**config.mk**
```make
export PLATFORM = sky130hd
export DESIGN_NAME = regfile_rename
export DESIGN_NICKNAME = d
export VERILOG_FILES = /design/src/rtl/regfile_rename.sv
export SDC_FILE = /design/constraint.sdc
export NUM_CORES = 2
export LEC_CHECK = 0
export CORE_ASPECT_RATIO = 1.4
export CORE_MARGIN = 1.5
export CORE_UTILIZATION = 45
export CTS_CLUSTER_DIAMETER = 80
export DETAILED_ROUTE_END_ITERATION = 16
export PLACE_DENSITY = 0.64
export SYNTH_ARGS = -nofsm -noshare
export SYNTH_HDL_FRONTEND = slang
export SYNTH_SLANG_ARGS = --single-unit
```
**constraint.sdc**
```tcl
create_clock -name clk -period 12.5 [get_ports clk]
set_input_delay 2.5 -clock clk [delete_from_list [all_inputs] [get_ports clk]]
set_output_delay 2.5 -clock clk [all_outputs]
set_load 0.01 [all_outputs]
```
**src/rtl/regfile_rename.sv**
```systemverilog
// Architectural register file with per-register rename state (busy bit + ROB tag).
// Reads are combinational with commit bypass; rename/commit/flush update state on clk.
module regfile_rename #(
    parameter int XLEN  = 32,
    parameter int NREG  = 32,
    parameter int TAG_W = 4,
    parameter int NRD   = 2,
    localparam int AW   = $clog2(NREG)
) (
    input  logic                  clk,
    input  logic                  rst,
    input  logic                  flush,
    input  logic                  rn_en,
    input  logic [AW-1:0]         rn_addr,
    input  logic [TAG_W-1:0]      rn_tag,
    input  logic                  cm_en,
    input  logic [AW-1:0]         cm_addr,
    input  logic [TAG_W-1:0]      cm_tag,
    input  logic [XLEN-1:0]       cm_data,
    input  logic [NRD-1:0]        rd_en,
    input  logic [NRD*AW-1:0]     rd_addr,
    output logic [NRD*XLEN-1:0]   rd_data,
    output logic [NRD-1:0]        rd_busy,
    output logic [NRD*TAG_W-1:0]  rd_tag,
    output logic [AW:0]           busy_cnt
);

    logic [XLEN-1:0]  regs [NREG];
    logic [TAG_W-1:0] tag  [NREG];
    logic [NREG-1:0]  busy;

    logic cm_valid;
    logic rn_valid;

    assign cm_valid = cm_en && (cm_addr != '0);
    assign rn_valid = rn_en && (rn_addr != '0) && !flush;

    always_ff @(posedge clk) begin
        if (rst) begin
            busy <= '0;
            for (int unsigned i = 0; i < NREG; i++) begin
                regs[i] <= '0;
                tag[i]  <= '0;
            end
        end else begin
            if (cm_valid) begin
                regs[cm_addr] <= cm_data;
            end
            if (flush) begin
                busy <= '0;
                for (int unsigned i = 0; i < NREG; i++) begin
                    tag[i] <= '0;
                end
            end else begin
                if (cm_valid && busy[cm_addr] && (tag[cm_addr] == cm_tag)) begin
                    busy[cm_addr] <= 1'b0;
                    tag[cm_addr]  <= '0;
                end
                // Placed after the commit clear so a same-register rename overrides it.
                if (rn_valid) begin
                    busy[rn_addr] <= 1'b1;
                    tag[rn_addr]  <= rn_tag;
                end
            end
        end
    end

    always_comb begin
        rd_data = '0;
        rd_busy = '0;
        rd_tag  = '0;
        for (int unsigned i = 0; i < NRD; i++) begin
            if (!rst && rd_en[i] && (rd_addr[i*AW +: AW] != '0)) begin
                // Commit bypass: value and busy/tag as they will look after this commit.
                if (cm_en && (cm_addr == rd_addr[i*AW +: AW])) begin
                    rd_data[i*XLEN +: XLEN] = cm_data;
                    rd_busy[i] = busy[rd_addr[i*AW +: AW]] &&
                                 (tag[rd_addr[i*AW +: AW]] != cm_tag);
                end else begin
                    rd_data[i*XLEN +: XLEN] = regs[rd_addr[i*AW +: AW]];
                    rd_busy[i] = busy[rd_addr[i*AW +: AW]];
                end
                if (rd_busy[i]) begin
                    rd_tag[i*TAG_W +: TAG_W] = tag[rd_addr[i*AW +: AW]];
                end
            end
        end
    end

    always_comb begin
        busy_cnt = '0;
        if (!rst) begin
            for (int unsigned i = 0; i < NREG; i++) begin
                busy_cnt = busy_cnt + {{AW{1'b0}}, busy[i]};
            end
        end
    end

endmodule

```
==> flow_summary.toml <==
[yosys]
ys_types = 59
ys_seq_area_share_pct = 52.0
yosys_warnings = 0
synth_area_um2 = 67700
synthFlopType = "edfxtp_1"
ys_ff_latch = 1184
synth-edff-count = 1152
async_flop_share_pct = 0
synthesis.instances = 5293
avgSynthCellArea_um2 = 12.8

[sta]
setup_viol = 0
finalCritPeriodShare_pct = 76.4
slew_headroom_pct = 14.4
rsz0062_at_grt = "false"
hold_viol_final = 0
min_period_ns = 9.56
worst_pin_slew_ns = 1.28
final_max_slew_viol_count = 0
fmaxAchievable_mhz = 105
clock_skew_ns = 0.0452
setup_tns_ns = 0

[global_route]
grt_remaining_overflow = 0
gr-usage-all-layers_pct = 32.2
grt_max_degree = 130
grt_pass1_vias = 48096
grt_antenna_before_repair = 22
grt_pass1_wl_um = 346000

[finish]
fin_nets = 5286
layout_common_cells = "edfxtp_1, and2_1, mux2i_1, mux4_2, a21oi_1"
final_common_cell = "edfxtp_1"
syn2layout_area_growth_pct = 10.3
final_util_pct = 49.9
drive_above_1_share_pct = 16.8

[setup_path]
r2r-start = "busy[17]"
critPathCaptureType = "output pin"
arrival_ns = 7.06
startpoint_type = "input pin"
cp-startpoint = "rd_addr[1]"
rr_endpoint = "tag[31][1]"
ff2ff_setup_slack_ns = 8.70
rr_worst_depth = 9
cp_max_fo = 69
worst-setup-path-type = "in -> out"
cp.required_ns = 10.00
critPathCapture = "rd_data[30]"

[floorplanning]
die_w_um = 331
die_y_um = 462
rows = 168
num_io_pins = 147
start_util_pct = 45.2
die_area_um2 = 153000
fp.coreArea_um2 = 150000

[route]
drcViolationCount = 0
drt-initial-drc-count = 6663
wl_per_cell_um = 34.2
dr.pass1.iters = 8
ant_nets = 0
via_per_inst = 6.68
drt_wl_total_um = 248000
vias = 48441

[min_path]
hp-class = "reg -> reg"

[clock_network]
cts-resized-gates = 0
cts.reportedPaths.clkPinSlew_ns = 0.07
cts_max_level = 3
cts_tree = "done"
cts.hold.buffers_added = 0
cts.sink_count = 1184
clk_latency_ns = 0.81
cts_buffers = 117
cts_setup_buffers = 0
cts-root-buf = "clkbuf_16"
clock_path_buffers = 3

[power_and_ir_drop]
vdd_drop_max_uv = 110
p_total_uw = 9540
p_leak_uw = 0.0262
pwr_density_cell_nw_per_um2 = 128

[place]
globalplace.congestion = 0.944
hpwlAfterDp_um = 138000
port_buffers = 146

[run]
drv_cap = 0

[status]
run_status = "finished clean"
[synthesized netlist by cell type (8+ instances only)]
| cell | instances | area share [%] |
|---|---|---|
| o41ai_1 | 8 | 0.10 |
| dfxtp_1 | 32 | 0.95 |
| buf_2 | 84 | 0.62 |
| mux2_2 | 129 | 2.1 |
| nor3_1 | 11 | 0.081 |
| nand2b_1 | 17 | 0.16 |
| nand3_1 | 20 | 0.15 |
| xnor2_1 | 10 | 0.13 |
| o21ai_0 | 204 | 1.5 |
| fa_1 | 24 | 0.71 |
| a31o_1 | 9 | 0.12 |
| nor2_1 | 217 | 1.2 |
| o22ai_1 | 34 | 0.31 |
| a221oi_1 | 130 | 1.7 |
| o211ai_1 | 133 | 1.5 |
| edfxtp_1 | 1152 | 51 |
| inv_1 | 51 | 0.28 |
| a22oi_1 | 131 | 1.5 |
| nor4_1 | 22 | 0.20 |
| mux4_2 | 356 | 12 |
| nand3b_1 | 19 | 0.21 |
| clkbuf_1 | 395 | 2.2 |
| mux2i_1 | 465 | 6.9 |
| xor2_1 | 15 | 0.19 |
| nand2_1 | 109 | 0.60 |
| and2_1 | 1118 | 10 |
| a21oi_1 | 211 | 1.6 |
| or4_1 | 13 | 0.14 |
| or2_2 | 37 | 0.34 |
| buf_1 | 45 | 0.25 |
| nor2b_1 | 15 | 0.14 |
[sequential cells by signal, summed over array words and instances, names as in the netlist]
| name | cells |
|---|---|
| tag | 128 |
| busy | 32 |
| regs | 1024 |
[stage by stage]
stage / hold WS, ns / area [um^2] / std cells / setup WS, ns
6_report: 0.529 / 74700 / 7249 / 2.94
5_1_grt: 0.566 / 74700 / 7247 / 3.04
4_1_cts: 0.529 / 74700 / 7245 / 3.17
3_5_place_dp: 0.521 / 70900 / 7024 / 3.17
3_3_place_gp: 0.515 / 70900 / 7024 / 3.19
2_1_floorplan: 0.467 / 67900 / 5328 / 5.07
[power by group]
part           internal [uW]  total (uW)  switching, uW
logic                    480        1290            811
clock network           1970        3570           1600
registers               4570        4680            112
total                   7020        9540           2520
[metal layers]
metal	GRT usage [%]	vias up	wire length (um)
li1	-	19803	-
met1	38.8	24410	85800
met2	51.7	3320	117000
met3	6.26	904	25300
met4	22.9	4	19900
met5	0.128	-	22
[area by class of cell]
class                           instances  area (um^2)
Multi-Input combinational cell       3557        30600
Inverter                               52          195
Tap cell                             1955         2450
Sequential cell                      1184        35200
Clock buffer                          145         3080
Clock inverter                         76          704
Fill cell                           12804        74900
Antenna cell                            4         10.0
Timing Repair Buffer                  276         2490
[critical path: stages]
cell             delay [ns]
clkbuf_8               0.60
buf_4                  0.83
or2_2                  0.96
o21ai_0                0.23
a21oi_1                0.20
nor2_1                 0.05
o21ai_0                0.56
o211ai_1               0.25
a21oi_1                0.22
clkdlybuf4s50_1        0.57
[how the worst min path moves through the flow]
stage | from | end | slack, ns | depth (start not counted)
2_1_floorplan | busy[23] | busy[23] | 0.47 | 2
3_3_place_gp | busy[0] | busy[0] | 0.52 | 2
3_5_place_dp | busy[11] | busy[11] | 0.52 | 2
4_1_cts | busy[11] | busy[11] | 0.53 | 2
5_1_grt | busy[11] | busy[11] | 0.57 | 2
6_report | busy[11] | busy[11] | 0.53 | 2
[kinds of logic (layout without fill, tap and decap cells)]
family / count (synthesis) / count (layout) / synth area share (%)
buffers and inverters: 587 / 549 / 3.50
XOR/XNOR: 25 / 25 / 0.323
AND/OR/NAND/NOR: 1623 / 1623 / 13.8
other: 1 / 40 / 0.00554
adder cells (fa/ha/maj): 31 / 31 / 0.839
flip-flops: 1184 / 1184 / 52.0
multiplexers: 950 / 950 / 20.9
AO/OA/AOI/OAI: 892 / 892 / 8.61
Note: power is estimated with default switching activity, not from simulation.
